<file path="config.mk">
export PLATFORM = sky130hd
export DESIGN_NAME = mext_issue_ctrl
export DESIGN_NICKNAME = d
export VERILOG_FILES = /design/src/rtl/mext_issue_ctrl.sv
export SDC_FILE = /design/constraint.sdc
export NUM_CORES = 1
export LEC_CHECK = 0
export ABC_AREA = 1
export CORE_UTILIZATION = 30
export DETAILED_ROUTE_END_ITERATION = 8
export SLEW_MARGIN = 5
export SYNTH_ARGS = -nofsm -noshare
export SYNTH_HDL_FRONTEND = slang
export SYNTH_SLANG_ARGS = --single-unit
</file>
<file path="constraint.sdc">
create_clock -name clk -period 7.9 [get_ports clk]
set_input_delay 1.975 -clock clk [delete_from_list [all_inputs] [get_ports clk]]
set_output_delay 1.975 -clock clk [all_outputs]
set_load 0.01 [all_outputs]
</file>
<file path="src/rtl/mext_issue_ctrl.sv">
// Issue sequencer for the multi-cycle multiplier/divider wrappers: launches one unit,
// stalls execute until it reports done (or the watchdog fires), then holds the result.
//
//   state | meaning
//   IDLE  | no M-op in flight; accepts a new M-op from execute
//   BUSY  | start issued, waiting for the selected unit's done
//   HOLD  | result captured, waiting for downstream advance
module mext_issue_ctrl #(
    parameter int XLEN           = 32,
    parameter int TIMEOUT_CYCLES = 64
) (
    input  logic            clk,
    input  logic            rst,
    input  logic            valid_ex,
    input  logic            flush_ex,
    input  logic            m_op,
    input  logic [2:0]      funct3,
    input  logic [XLEN-1:0] op_a,
    input  logic [XLEN-1:0] op_b,
    input  logic            advance,
    output logic            mul_start,
    output logic            div_start,
    output logic [XLEN-1:0] unit_a,
    output logic [XLEN-1:0] unit_b,
    output logic [2:0]      unit_funct3,
    output logic            unit_flush,
    input  logic            mul_done,
    input  logic [XLEN-1:0] mul_result,
    input  logic            div_done,
    input  logic [XLEN-1:0] div_result,
    output logic [XLEN-1:0] m_result,
    output logic            done_ex,
    output logic            stall_ex,
    output logic            timeout_err
);

    localparam int CW = (TIMEOUT_CYCLES > 1) ? $clog2(TIMEOUT_CYCLES) : 1;
    localparam logic [CW-1:0] CNT_LAST = CW'(TIMEOUT_CYCLES - 1);

    typedef enum logic [1:0] {
        ST_IDLE = 2'd0,
        ST_BUSY = 2'd1,
        ST_HOLD = 2'd2
    } state_t;

    state_t          state_q, state_d;
    logic [CW-1:0]   cnt_q, cnt_d;
    logic            sel_div_q, sel_div_d;
    logic            mul_start_q, mul_start_d;
    logic            div_start_q, div_start_d;
    logic [XLEN-1:0] unit_a_q, unit_a_d;
    logic [XLEN-1:0] unit_b_q, unit_b_d;
    logic [2:0]      unit_funct3_q, unit_funct3_d;
    logic [XLEN-1:0] m_result_q, m_result_d;
    logic            timeout_err_q, timeout_err_d;

    logic            accept;
    logic            sel_done;
    logic [XLEN-1:0] sel_result;

    assign accept     = valid_ex & m_op & ~flush_ex;
    // Only the launched unit is listened to; a stray done from the other is ignored.
    assign sel_done   = sel_div_q ? div_done : mul_done;
    assign sel_result = sel_div_q ? div_result : mul_result;

    always_comb begin
        state_d       = state_q;
        cnt_d         = cnt_q;
        sel_div_d     = sel_div_q;
        mul_start_d   = 1'b0;
        div_start_d   = 1'b0;
        unit_a_d      = unit_a_q;
        unit_b_d      = unit_b_q;
        unit_funct3_d = unit_funct3_q;
        m_result_d    = m_result_q;
        timeout_err_d = timeout_err_q;

        if (flush_ex) begin
            state_d = ST_IDLE;
            cnt_d   = '0;
        end else begin
            case (state_q)
                ST_IDLE: begin
                    if (accept) begin
                        unit_a_d      = op_a;
                        unit_b_d      = op_b;
                        unit_funct3_d = funct3;
                        sel_div_d     = funct3[2];
                        mul_start_d   = ~funct3[2];
                        div_start_d   = funct3[2];
                        cnt_d         = '0;
                        state_d       = ST_BUSY;
                    end
                end
                ST_BUSY: begin
                    // Done on the last watchdog cycle still counts as a normal completion.
                    if (sel_done) begin
                        m_result_d = sel_result;
                        state_d    = ST_HOLD;
                    end else if (cnt_q == CNT_LAST) begin
                        m_result_d    = '0;
                        timeout_err_d = 1'b1;
                        state_d       = ST_HOLD;
                    end else begin
                        cnt_d = cnt_q + CW'(1);
                    end
                end
                ST_HOLD: begin
                    if (advance) begin
                        state_d = ST_IDLE;
                    end
                end
                default: begin
                    state_d = ST_IDLE;
                end
            endcase
        end
    end

    always_ff @(posedge clk or posedge rst) begin
        if (rst) begin
            state_q       <= ST_IDLE;
            cnt_q         <= '0;
            sel_div_q     <= 1'b0;
            mul_start_q   <= 1'b0;
            div_start_q   <= 1'b0;
            unit_a_q      <= '0;
            unit_b_q      <= '0;
            unit_funct3_q <= '0;
            m_result_q    <= '0;
            timeout_err_q <= 1'b0;
        end else begin
            state_q       <= state_d;
            cnt_q         <= cnt_d;
            sel_div_q     <= sel_div_d;
            mul_start_q   <= mul_start_d;
            div_start_q   <= div_start_d;
            unit_a_q      <= unit_a_d;
            unit_b_q      <= unit_b_d;
            unit_funct3_q <= unit_funct3_d;
            m_result_q    <= m_result_d;
            timeout_err_q <= timeout_err_d;
        end
    end

    assign mul_start   = mul_start_q;
    assign div_start   = div_start_q;
    assign unit_a      = unit_a_q;
    assign unit_b      = unit_b_q;
    assign unit_funct3 = unit_funct3_q;
    assign m_result    = m_result_q;
    assign timeout_err = timeout_err_q;
    assign unit_flush  = flush_ex;

    // Combinational so non-M instructions retire with no added latency.
    assign done_ex  = ~(valid_ex & m_op) | (state_q == ST_HOLD);
    assign stall_ex = valid_ex & m_op & ~done_ex;

endmodule
</file>
### Word level (Yosys, flattened, before mapping)

Cells that the tools add are included.

* flip-flop bits (word level): 111
* bits in latches: 0
* RAM bits: 0
* memory bits (read-only): 0
* input bits: 139
* output and inout port bits: 105
* memories kept: 0

* add/subtract/negate cells: 1
* $mul: 0
* divide/modulo/power cells: 0
* order comparisons: 0
* equality and inequality tests: 8
* shifts and indexed selects: 0
* muxes and demuxes: 21
* bitwise logic cells: 9
* reduce and logical (&&, ||, !) cells: 8

Operator list (number)
* $mux 32: 3
* $mux 6: 4
* $ne 3x3->1 const B: 4
* $pmux 6 s2: 1
* $mux 2: 5
* $reduce_and 3->1: 3
* $reduce_and 4->1: 2
* $mux 1: 7
* $add 6x1->6 const B: 1
* $eq 6x6->1 const B: 1
* $pmux 2 s3: 1
* $not 1->1: 5
* $ne 4x4->1 const B: 1
* $and 1x1->1: 3
* $reduce_bool 3->1: 1
* $eq 2x1->1 const B: 1
* $eq 2x2->1 const B: 1
* $logic_not 2->1: 1
* $reduce_bool 2->1: 1
* $or 1x1->1: 1

### Depth between registers and ports, before layout

* depth after elaboration: 5
* gate-level depth with buffers: 9
* gate-level depth less buffers: 9

### Least setup slack after synthesis

No wires, ideal clock.

* path type: in2out
* start point: input port valid_ex
* end point: output port done_ex
* arrival time: 2392 ps
* required time: 5925 ps
* slack: 3533 ps
* cell stages on the path: 3
* buffers on the path: 0
* path through: nand2_1 -> a21oi_1 -> inv_1

* cells in the longest elaborated chain, start to end: 3

Ends and longest elaborated chain
* from (decl): RTL line 14 `input logic valid_ex,`
* $and 1x1->1: RTL line 156 `assign done_ex = ~(valid_ex & m_op) | (state_q == ST_HOLD);`
* $not 1->1: RTL line 156
* $or 1x1->1: RTL line 156
* to (decl): RTL line 32 `output logic done_ex,`

Every way passes these cells.

### Final worst setup path

* start point: input port m_op
* end point: output port stall_ex

* cells in the longest elaborated chain, start to end: 5

Ends and longest elaborated chain
* from (decl): RTL line 16 `input logic m_op,`
* $and 1x1->1 (*): RTL line 156, 157
* $not 1->1: RTL line 156
* $or 1x1->1: RTL line 156
* $not 1->1: RTL line 157 `assign stall_ex = valid_ex & m_op & ~done_ex;`
* $and 1x1->1 (*): RTL line 157
* to (decl): RTL line 33 `output logic stall_ex,`

Every way passes the cells marked *; elsewhere a longest branch is shown, timed or not.

==> impl_metrics.tcl <==
set metrics [dict create \
    placementRows 45 \
    postSynthAreaPerCell_um2 9.30 \
    hold-path-cell-count 2 \
    largest_family_of_logic_cells_by_synthesized_area "simple AND/OR/NAND/NOR gates" \
    drt_wl_total_um 12700 \
    clkLatencyLatePin_ns 0.35 \
    cts_tree "done" \
    power.total_mw 1.94 \
    clock_tree_sinks 110 \
    synthMostInstantiatedCell "sky130_fd_sc_hd__nand2_1" \
    netlist_instances 510 \
    design.final.nets 881 \
    gr-usage-all-layers_pct 16.1 \
    slack_of_the_worst_reg_to_reg_path_ns 5.88 \
    maximum_vdd_drop_v 0.0000990 \
    timing.final.hold_violations 0 \
    clock_power_share_pct 28.1 \
    fin_worst_skew_ns 0.0115 \
    power.internal_mw 1.41 \
    startpoint_type "input pin" \
    grt_antenna_before_repair 0 \
    fraction_of_layout_instances_using_a_drive_strength_above_1_pct 3.75 \
    io_buffers 243 \
    worst-path-max-fanout 2 \
    final.min_clock_period_ns 5.53 \
    maxSlewViolCount 0 \
    viasPerCell 4.25 \
    ant_nets 0 \
    synth_fa_ha_area_share_pct 0.264 \
    synth_top_cells_by_count "134 x sky130_fd_sc_hd__nand2_1, 110 x sky130_fd_sc_hd__dfrtp_1, 80 x sky130_fd_sc_hd__inv_1" \
    synthSimpleGateAreaFrac_pct 13.1 \
    dieHeight_um 128 \
    p_leak_nw 3.69 \
    drt-wirelength-per-cell_um 13.3 \
    seq_area_um2 2750 \
    ys_seq_elements 110 \
    post-synth-top-area-cell "sky130_fd_sc_hd__dfrtp_1" \
    seqPwrFrac_pct 39.5 \
    power_per_cell_area_nw_per_um2 254 \
    first_pass_iters 4 \
    worstSetupEndpointType "output port" \
    worst_ep_arrival_time_ns 3.56 \
    initial_core_util_pct 31.0 \
    hpwl_um 9500 \
    area_fraction_in_compound_gates_after_synthesis_pct 11.5 \
    rsz0062_at_grt "false" \
    power_switching_mw 0.535 \
    worst_setup_hold_path_clk_slew_ns 0.07 \
    clockBufferDepth 2 \
    synth_warnings 0 \
    synth.top_cells.by_area "sky130_fd_sc_hd__dfrtp_1 58%, sky130_fd_sc_hd__nand2_1 11%, sky130_fd_sc_hd__o21ai_0 7.0%" \
    synth_seq_area_share_pct 58.0 \
    synth_top_cell_area_share_pct 58.0 \
    drv.max_cap_violation_count 0 \
    globalRouteOverflowTotal 0 \
    finalSetupViolations 0 \
    synth-edff-count 0 \
    floorplan.die_area_um2 16300 \
    async_reset_ff_share_pct 100 \
    worst_slew_pin_slew_ns 1.14 \
    numCtsBuffers 9 \
    path_class "input pin to output port" \
    finalWeightedCongestion 0.731 \
    num_antenna_cells 0 \
    swShare_pct 27.5 \
    synth.distinct_cells 25 \
    combinationalPowerShare_pct 32.4 \
    dr.first_iter.drc_count 123 \
    chipWidth_um 128 \
    reg2reg_depth 7 \
    cp_data_required_time_ns 5.93 \
    timing.rr.end "cnt_q[3]" \
    wire_length_of_the_first_global_routing_pass_um 20300 \
    ctsResizeCount 0 \
    min_from "unit_b[21]" \
    boundaryPins 244 \
    layout_worst_path_cycle_share_pct 70.0 \
    outcome "finished clean" \
    area_growth_syn_to_layout_pct 61.4 \
    fmaxAchievable_mhz 181 \
    timing.max_slew.rel_slack_pct 23.7 \
    h-tree-depth 3 \
    post-cts-setup-buffer-count 0 \
    synth-xor-area-share_pct 0.369 \
    core-area_um2 15300 \
    hold_path_class "register to register" \
    setup_tns_ns 0 \
    post_syn_nets 650 \
    reg2reg_from "sel_div_q" \
    post_cts_hold_buffer_count 0 \
    clk_root_buffer_cell "sky130_fd_sc_hd__clkbuf_16" \
    synth_flop_cell "sky130_fd_sc_hd__dfrtp_1" \
    remaining_drc_errors 0 \
    worst_hold_path_endpoint "unit_b[21]" \
    grt_max_degree 137 \
    fillerInstances 1444 \
    first_global_vias 4090 \
    via_count 4066 \
    multi_input_logic_area_um2 1520 \
    post_synth_instance_area_um2 4740 \
    synth_mux_area_share_pct 6.75 \
]
[worst max-delay path, stage by stage]
cell and delay [ns]:
sky130_fd_sc_hd__clkdlybuf4s50_1 0.54, sky130_fd_sc_hd__nand2_1 0.10, sky130_fd_sc_hd__a21oi_1 0.33, sky130_fd_sc_hd__clkdlybuf4s50_1 0.61
[registers in the layout, indices dropped and copies added (netlist names)]
register	count
cnt_q	6
div_start	1
m_result	32
mul_start	1
sel_div_q	1
state_q	2
timeout_err	1
unit_a	32
unit_b	32
unit_funct3	2
[layout make-up]
cell class	instances	share of cell area [%]
sequential	110	36.0
clock inverter	6	1.75
timing repair buffer	246	32.1
multi-input combinational	294	19.8
tap	211	3.45
clock buffer	10	2.99
inverter	80	3.96
[worst max-delay path by stage]
stage / startpoint / slack [ns] / endpoint
after floorplan: rst / 3.02 / cnt_q[0]
after global placement: valid_ex / 2.43 / stall_ex
after detailed placement: m_op / 2.37 / stall_ex
after CTS: m_op / 2.37 / stall_ex
after global routing: m_op / 2.32 / stall_ex
final: m_op / 2.37 / stall_ex
[placed cells by master, fill, tap and decap left out, drive strengths merged]
| cell | Yosys | layout |
|---|---|---|
| clkdlybuf4s50 | 0 | 243 |
| nand2 | 137 | 137 |
| dfrtp | 110 | 110 |
| o21ai | 103 | 103 |
| inv | 80 | 80 |
| mux2i | 32 | 32 |
| clkbuf | 9 | 10 |
| nor2 | 10 | 10 |
| bufinv | 0 | 4 |
| buf | 17 | 3 |
| nand3 | 3 | 3 |
| xnor2 | 2 | 2 |
| a21oi | 2 | 2 |
| o21bai | 2 | 2 |
| nand4 | 2 | 2 |
| clkinv | 0 | 2 |
| ha | 1 | 1 |
[power groups by stage]
stage / registers [mW] / logic (mW) / clock network [mW]
6_report: 0.769 / 0.630 / 0.545
2_1_floorplan: 0.841 / 0.179 / 0
3_5_place_dp: 0.780 / 0.638 / 0
5_1_grt: 0.787 / 0.689 / 0.582
4_1_cts: 0.770 / 0.641 / 0.562
3_3_place_gp: 0.773 / 0.631 / 0
[routing by layer]
layer / part of all wire [%] / track usage (%) / vias up / wire length, um
li1: - / - / 2047 / -
met1: 41 / 18.5 / 1850 / 5210
met2: 49 / 27.0 / 155 / 6200
met3: 9.0 / 5.88 / 12 / 1140
met4: 1.2 / 6.44 / 2 / 150
met5: 0.047 / 0 / - / 6
[through the flow]
step	util, %	std cells	hold WS [ns]	cell area (um2)	setup slack (ns)
floorplan	-	510	0.471	4740	3.02
global placement	47.6	941	0.464	7290	2.43
detailed placement	47.6	941	0.472	7290	2.37
CTS	50.0	957	0.491	7650	2.37
global route	50.0	957	0.513	7650	2.32
finish	50.0	957	0.486	7650	2.37
[kinds of logic after synthesis]
kind of cell,Yosys count
and+or+nand+nor,152
muxes,32
adders and majority gates,1
DFF,110
AOI/OAI and AO/OA,107
buffers and inverters,106
xor gates and xnor gates,2
Note: power is estimated with default switching activity, not from simulation.
